===== config.mk =====
export PLATFORM = sky130hd
export DESIGN_NAME = mbtrain_sb_tx_arbiter
export DESIGN_NICKNAME = d
export VERILOG_FILES = /design/src/rtl/mbtrain_sb_tx_arbiter.sv
export SDC_FILE = /design/constraint.sdc
export NUM_CORES = 1
export LEC_CHECK = 0
export BUFFER_PORTS_ARGS = -buffer_cell sky130_fd_sc_hd__clkbuf_2
export CAP_MARGIN = 20
export CORE_MARGIN = 2
export CORE_UTILIZATION = 45
export DETAILED_ROUTE_END_ITERATION = 10
export HOLD_SLACK_MARGIN = 0.08
export PLACE_DENSITY = 0.67
export SLEW_MARGIN = 20
export SYNTH_ARGS = -nofsm -noshare
export SYNTH_HDL_FRONTEND = slang
export SYNTH_SLANG_ARGS = --single-unit

===== constraint.sdc =====
create_clock -name clk -period 2 [get_ports clk]
set_clock_uncertainty 0.15 [all_clocks]
set_input_delay 0.4 -clock clk [delete_from_list [all_inputs] [get_ports clk]]
set_output_delay 0.4 -clock clk [all_outputs]
set_load 0.01 [all_outputs]

===== src/rtl/mbtrain_sb_tx_arbiter.sv =====
// rtl/mbtrain_sb_tx_arbiter.sv - shares the MBTRAIN sideband TX channel between TX-side and RX-side FSMs
module mbtrain_sb_tx_arbiter #(
    parameter int MSG_W          = 4,
    parameter int SUB_W          = 4,
    parameter int TIMEOUT_CYCLES = 1024
) (
    input  logic                   clk,
    input  logic                   rst_n,
    input  logic                   i_en,
    input  logic [SUB_W-1:0]       i_substate_id,
    input  logic [MSG_W-1:0]       i_tx_msg,
    input  logic                   i_tx_valid,
    input  logic [MSG_W-1:0]       i_rx_msg,
    input  logic                   i_rx_valid,
    input  logic                   i_sb_busy,
    output logic [SUB_W+MSG_W-1:0] o_sb_msg,
    output logic                   o_sb_valid,
    output logic                   o_tx_grant,
    output logic                   o_rx_grant,
    output logic                   o_tx_busy_negedge_detected,
    output logic                   o_rx_busy_negedge_detected,
    output logic                   o_timeout
);

    localparam int              CNT_W    = $clog2(TIMEOUT_CYCLES) + 1;
    localparam logic [CNT_W-1:0] CNT_LAST = CNT_W'(TIMEOUT_CYCLES - 1);

    typedef enum logic [1:0] {IDLE, SEND, WAIT_HI, WAIT_LO} state_e;

    state_e                 state_q, state_d;
    logic                   tx_pend_q, tx_pend_d;
    logic                   rx_pend_q, rx_pend_d;
    logic                   tx_vdly_q, rx_vdly_q, busy_dly_q;
    logic [CNT_W-1:0]       cnt_q, cnt_d;
    logic                   last_rx_q, last_rx_d;
    logic                   tx_grant_q, tx_grant_d;
    logic                   rx_grant_q, rx_grant_d;
    logic                   sb_valid_q, sb_valid_d;
    logic [SUB_W+MSG_W-1:0] sb_msg_q, sb_msg_d;
    logic                   tx_done_q, tx_done_d;
    logic                   rx_done_q, rx_done_d;
    logic                   timeout_q, timeout_d;

    logic tx_rise, rx_rise, busy_fall, complete, timeout_hit, finish;
    logic tx_req, rx_req, tx_win, rx_win, launch;

    assign tx_rise     = i_tx_valid & ~tx_vdly_q;
    assign rx_rise     = i_rx_valid & ~rx_vdly_q;
    assign busy_fall   = busy_dly_q & ~i_sb_busy;
    // busy_dly is 0 right after launch, so a fall seen in WAIT_HI is a genuine short pulse
    assign complete    = ((state_q == WAIT_HI) || (state_q == WAIT_LO)) && busy_fall;
    assign timeout_hit = (state_q != IDLE) && !complete && (cnt_q == CNT_LAST);
    assign finish      = complete | timeout_hit;

    // A requester that has already dropped valid is not eligible even if its flag is still set
    assign tx_req = tx_pend_q & i_tx_valid;
    assign rx_req = rx_pend_q & i_rx_valid;
    assign tx_win = tx_req & (~rx_req | last_rx_q);
    assign rx_win = rx_req & ~tx_win;
    assign launch = (state_q == IDLE) && !i_sb_busy && (tx_req || rx_req);

    always_ff @(posedge clk or negedge rst_n) begin
        if (!rst_n) begin
            state_q    <= IDLE;
            tx_pend_q  <= 1'b0;
            rx_pend_q  <= 1'b0;
            tx_vdly_q  <= 1'b0;
            rx_vdly_q  <= 1'b0;
            busy_dly_q <= 1'b0;
            cnt_q      <= '0;
            last_rx_q  <= 1'b1;
            tx_grant_q <= 1'b0;
            rx_grant_q <= 1'b0;
            sb_valid_q <= 1'b0;
            sb_msg_q   <= '0;
            tx_done_q  <= 1'b0;
            rx_done_q  <= 1'b0;
            timeout_q  <= 1'b0;
        end else begin
            state_q    <= state_d;
            tx_pend_q  <= tx_pend_d;
            rx_pend_q  <= rx_pend_d;
            tx_vdly_q  <= i_tx_valid;
            rx_vdly_q  <= i_rx_valid;
            busy_dly_q <= i_sb_busy;
            cnt_q      <= cnt_d;
            last_rx_q  <= last_rx_d;
            tx_grant_q <= tx_grant_d;
            rx_grant_q <= rx_grant_d;
            sb_valid_q <= sb_valid_d;
            sb_msg_q   <= sb_msg_d;
            tx_done_q  <= tx_done_d;
            rx_done_q  <= rx_done_d;
            timeout_q  <= timeout_d;
        end
    end

    always_comb begin
        state_d    = state_q;
        tx_pend_d  = tx_pend_q;
        rx_pend_d  = rx_pend_q;
        cnt_d      = (state_q == IDLE) ? '0 : cnt_q + CNT_W'(1);
        last_rx_d  = last_rx_q;
        tx_grant_d = tx_grant_q;
        rx_grant_d = rx_grant_q;
        sb_valid_d = 1'b0;
        sb_msg_d   = sb_msg_q;
        tx_done_d  = 1'b0;
        rx_done_d  = 1'b0;
        timeout_d  = timeout_q;

        case (state_q)
            IDLE: begin
                if (launch) begin
                    state_d    = SEND;
                    sb_msg_d   = {i_substate_id, tx_win ? i_tx_msg : i_rx_msg};
                    tx_grant_d = tx_win;
                    rx_grant_d = rx_win;
                    sb_valid_d = 1'b1;
                end
            end
            SEND:    state_d = WAIT_HI;
            WAIT_HI: begin
                if (finish)         state_d = IDLE;
                else if (i_sb_busy) state_d = WAIT_LO;
            end
            WAIT_LO: if (finish) state_d = IDLE;
            default: state_d = IDLE;
        endcase

        if (finish) begin
            tx_done_d  = complete & tx_grant_q;
            rx_done_d  = complete & rx_grant_q;
            timeout_d  = timeout_q | timeout_hit;
            last_rx_d  = rx_grant_q;
            tx_grant_d = 1'b0;
            rx_grant_d = 1'b0;
            if (tx_grant_q) tx_pend_d = 1'b0;
            if (rx_grant_q) rx_pend_d = 1'b0;
        end

        // Withdrawal only counts while not owning the channel; a fresh rising edge always wins
        if (tx_pend_q && !i_tx_valid && !tx_grant_q) tx_pend_d = 1'b0;
        if (rx_pend_q && !i_rx_valid && !rx_grant_q) rx_pend_d = 1'b0;
        if (tx_rise) tx_pend_d = 1'b1;
        if (rx_rise) rx_pend_d = 1'b1;

        if (!i_en) begin
            state_d    = IDLE;
            tx_pend_d  = 1'b0;
            rx_pend_d  = 1'b0;
            cnt_d      = '0;
            tx_grant_d = 1'b0;
            rx_grant_d = 1'b0;
            sb_valid_d = 1'b0;
            tx_done_d  = 1'b0;
            rx_done_d  = 1'b0;
            timeout_d  = 1'b0;
        end
    end

    always_comb begin
        o_sb_msg                   = sb_msg_q;
        o_sb_valid                 = sb_valid_q;
        o_tx_grant                 = tx_grant_q;
        o_rx_grant                 = rx_grant_q;
        o_tx_busy_negedge_detected = tx_done_q;
        o_rx_busy_negedge_detected = rx_done_q;
        o_timeout                  = timeout_q;
    end

endmodule

==> impl_metrics.env <==
export IMPL_dp_cells=203
export IMPL_drtPass1Iterations=4
export IMPL_grt_util_all_layers_pct=15.54
export IMPL_hp_class="input port to register"
export IMPL_layout_setup_ws_ns=0.1877
export IMPL_drv_cap=0
export IMPL_worst_path_stages=5
export IMPL_ios=32
export IMPL_p_total_mw=1.287
export IMPL_cp_cell_sequence="ha_1, nand2_1, nor4_4, nor3b_2, a31o_1"
export IMPL_power_density_nw_per_um2=718.0
export IMPL_netlist_instances=128
export IMPL_use_met3_pct=4.348
export IMPL_clkSinkCount=33
export IMPL_cp_top_family="simple AND/OR/NAND/NOR gates"
export IMPL_drtIter0Drc=14
export IMPL_async_flop_share_pct=100.0
export IMPL_syn_nets=147
export IMPL_cts_tree="done"
export IMPL_avgSynthCellArea_um2=11.78
export IMPL_hpwl_mm=1.890
export IMPL_synth_edff_count=0
export IMPL_post_drt_via_cell_ratio=4.995
export IMPL_port_buffers=31
export IMPL_slew_viol_final=0
export IMPL_regToRegStartpoint="cnt_q[0]$_DFF_PN0_"
export IMPL_tightest_slew_ns=0.7605
export IMPL_syn_to_final_growth_pct=18.92
export IMPL_grt_max_degree=34
export IMPL_startpoint_type="register"
export IMPL_layout_nets=186
export IMPL_syn_cell_area_um2=1508
export IMPL_routabilityCongestion=0.7638
export IMPL_drive_gt1_share_pct=32.14
export IMPL_fp_coreArea_um2=3284
export IMPL_post_cts_setup_buffer_count=0
export IMPL_path_clk_slew_ns=0.10
export IMPL_yosysMostFrequentCell="dfrtp_1"
export IMPL_drt_wirelength_per_cell_um=12.38
export IMPL_grt_pass1_vias=972
export IMPL_ys_seq_elements=33
export IMPL_ant_nets=0
export IMPL_rsz0062_at_grt="no"
export IMPL_yosys_area_top_type="dfrtp_1"
export IMPL_grt_ovfl_total=0
export IMPL_synth_main_ff_cell="dfrtp_1"
export IMPL_power_leakage_nw=0.8429
export IMPL_finalSetupViolations=0
export IMPL_finalHoldViolCount=0
export IMPL_multi_input_area_um2=649.4
export IMPL_nFillCells=287
export IMPL_r2r_cells=5
export IMPL_worstSetupPathType="register to register"
export IMPL_grt_pass1_wl_mm=4.167
export IMPL_synth_warnings=0
export IMPL_cp_end_kind="register"
export IMPL_rrSetupSlack_ns=0.19
export IMPL_finalCritPeriodShare_pct=90.62
export IMPL_synthDistinctLibCells=43
export IMPL_start_util_pct=45.90
export IMPL_synth_commonest_cells="dfrtp_1, nor2_1, nand2_1, a21oi_1, xor2_1"
export IMPL_slowest_stage="nor4_4"
export IMPL_wl_mm=2.649
export IMPL_fin_cells=214
export IMPL_path_max_fanout=6
export IMPL_arrival_ns=1.89
export IMPL_insertion_delay_ns=0.33
export IMPL_max_freq_mhz=551.8
export IMPL_period_needed_ns=1.812
export IMPL_timing_rr_end="tx_pend_q$_DFFE_PN0P_"
export IMPL_vias=1069
export IMPL_rows=21
export IMPL_h_tree_depth=2
export IMPL_synth_area_leaders="dfrtp_1, nor2_1, xor2_1, nor4_4, a21oi_1"
export IMPL_use_met2_pct=24.51
export IMPL_slew_headroom_pct=48.96
export IMPL_die_area_um2=3829
export IMPL_ir_drop_mv=0.5217
export IMPL_die_height_um=61.88
export IMPL_worstPathRequired_ns=2.08
export IMPL_diodes=0
export IMPL_clk_path_buf_depth=2
export IMPL_max_stage_delay_ns=0.39
export IMPL_busiest_layer="met2"
export IMPL_drc=0
export IMPL_crit_end="tx_pend_q$_DFFE_PN0P_"
export IMPL_status="finished clean"
export IMPL_cts_resized_gates=0
export IMPL_use_met1_pct=18.76
export IMPL_ctsRootBufferMaster="clkbuf_4"
export IMPL_whs_ns=0.1372
export IMPL_crit_start="cnt_q[0]$_DFF_PN0_"
export IMPL_pre_cts_ws_ns=0.1383
export IMPL_yosysSeqAreaShare_pct=54.85
export IMPL_cts_buffers=5
export IMPL_worst_path_buf_inv=0
export IMPL_seqCellArea_um2=827.0
export IMPL_fp_dieW_um=61.88
export IMPL_antenna_found_initial=0
export IMPL_tns_ns=0
export IMPL_yosysTopAreaCellShare_pct=53.11
[final cells by class]
cell class	instances	area share, %
flip-flops and latches	33	46.13
multi-input cells	89	36.22
inverters	2	0.4187
clock buffers	6	2.303
clock inverters	2	0.5583
well taps	46	3.210
repair buffers	36	11.17
[state kept, by name (all words and copies together) (netlist names)]
signal and cells:
o_rx_grant 1, busy_dly_q 1, o_sb_msg 8, o_timeout 1
tx_pend_q 1, rx_pend_q 1, o_sb_valid 1, state_q 2
cnt_q 11, o_tx_grant 1, tx_vdly_q 1, o_tx_busy_negedge_detected 1
rx_vdly_q 1, last_rx_q 1, o_rx_busy_negedge_detected 1
[power by group]
| part | switching (mW) | internal [mW] | total, mW |
|---|---|---|---|
| registers | 0.0292 | 0.721 | 0.751 |
| clock network | 0.216 | 0.134 | 0.349 |
| logic | 0.0973 | 0.0902 | 0.188 |
| total | 0.342 | 0.945 | 1.29 |
[routing by layer]
| metal | vias up | part of all wire, % |
|---|---|---|
| li1 | 522 | - |
| met1 | 516 | 44 |
| met2 | 24 | 50 |
| met3 | 7 | 3.5 |
| met4 | 0 | 2.3 |
| met5 | - | 0 |
[repair_timing]
item,4_1_cts,5_1_grt
setup endpoints to repair,0,0
hold endpoints to repair,34,0
hold buffers,3,0
[cell usage in the layout, fill, tap and decap left out, types with 3 or more instances in the layout]
master,count
xor2_1,5
nor2_1,16
clkbuf_2,31
and3_1,4
clkbuf_4,5
mux2i_1,4
a21oi_1,8
dfrtp_1,32
mux2_2,3
dlygate4sd3_1,3
nand2_1,10
[stage by stage]
| stage | util, % | instance area [um2] |
|---|---|---|
| after floorplan | - | 1508 |
| after global placement | 52.11 | 1712 |
| after detailed placement | 52.11 | 1712 |
| after CTS | 54.59 | 1793 |
| after global routing | 54.59 | 1793 |
| final | 54.59 | 1793 |
[logic make-up (layout without fill, tap and decap cells)]
logic type,Yosys count,in the layout,share of synthesized area [%]
fa+ha+maj,1,1,0.8297
simple gates,52,52,21.58
xor+xnor,7,7,4.066
compound gates,20,20,10.21
mux,9,9,6.390
buf+inv,6,46,2.075
flops,33,33,54.86
[how the worst min path moves through the flow]
| stage | startpoint | endpoint | slack [ns] | cells after the start |
|---|---|---|---|---|
| floorplan | rst_n | busy_dly_q$_DFF_PN0_ | -0.05 | 0 |
| global placement | cnt_q[0]$_DFF_PN0_ | cnt_q[0]$_DFF_PN0_ | 0.28 | 1 |
| detailed placement | rst_n | o_rx_busy_negedge_detected$_DFF_PN0_ | 0.30 | 2 |
| CTS | i_sb_busy | busy_dly_q$_DFF_PN0_ | 0.12 | 1 |
| global route | i_sb_busy | busy_dly_q$_DFF_PN0_ | 0.12 | 1 |
| finish | i_sb_busy | busy_dly_q$_DFF_PN0_ | 0.14 | 1 |
[worst reg2reg max path, cell delays in order (launching register included)]
cell and delay [ns]:
dfrtp_1 0.38, ha_1 0.23, nand2_1 0.22, nor4_4 0.39, nor3b_2 0.12, a31o_1 0.23
Power figures use the tool's default switching activity.
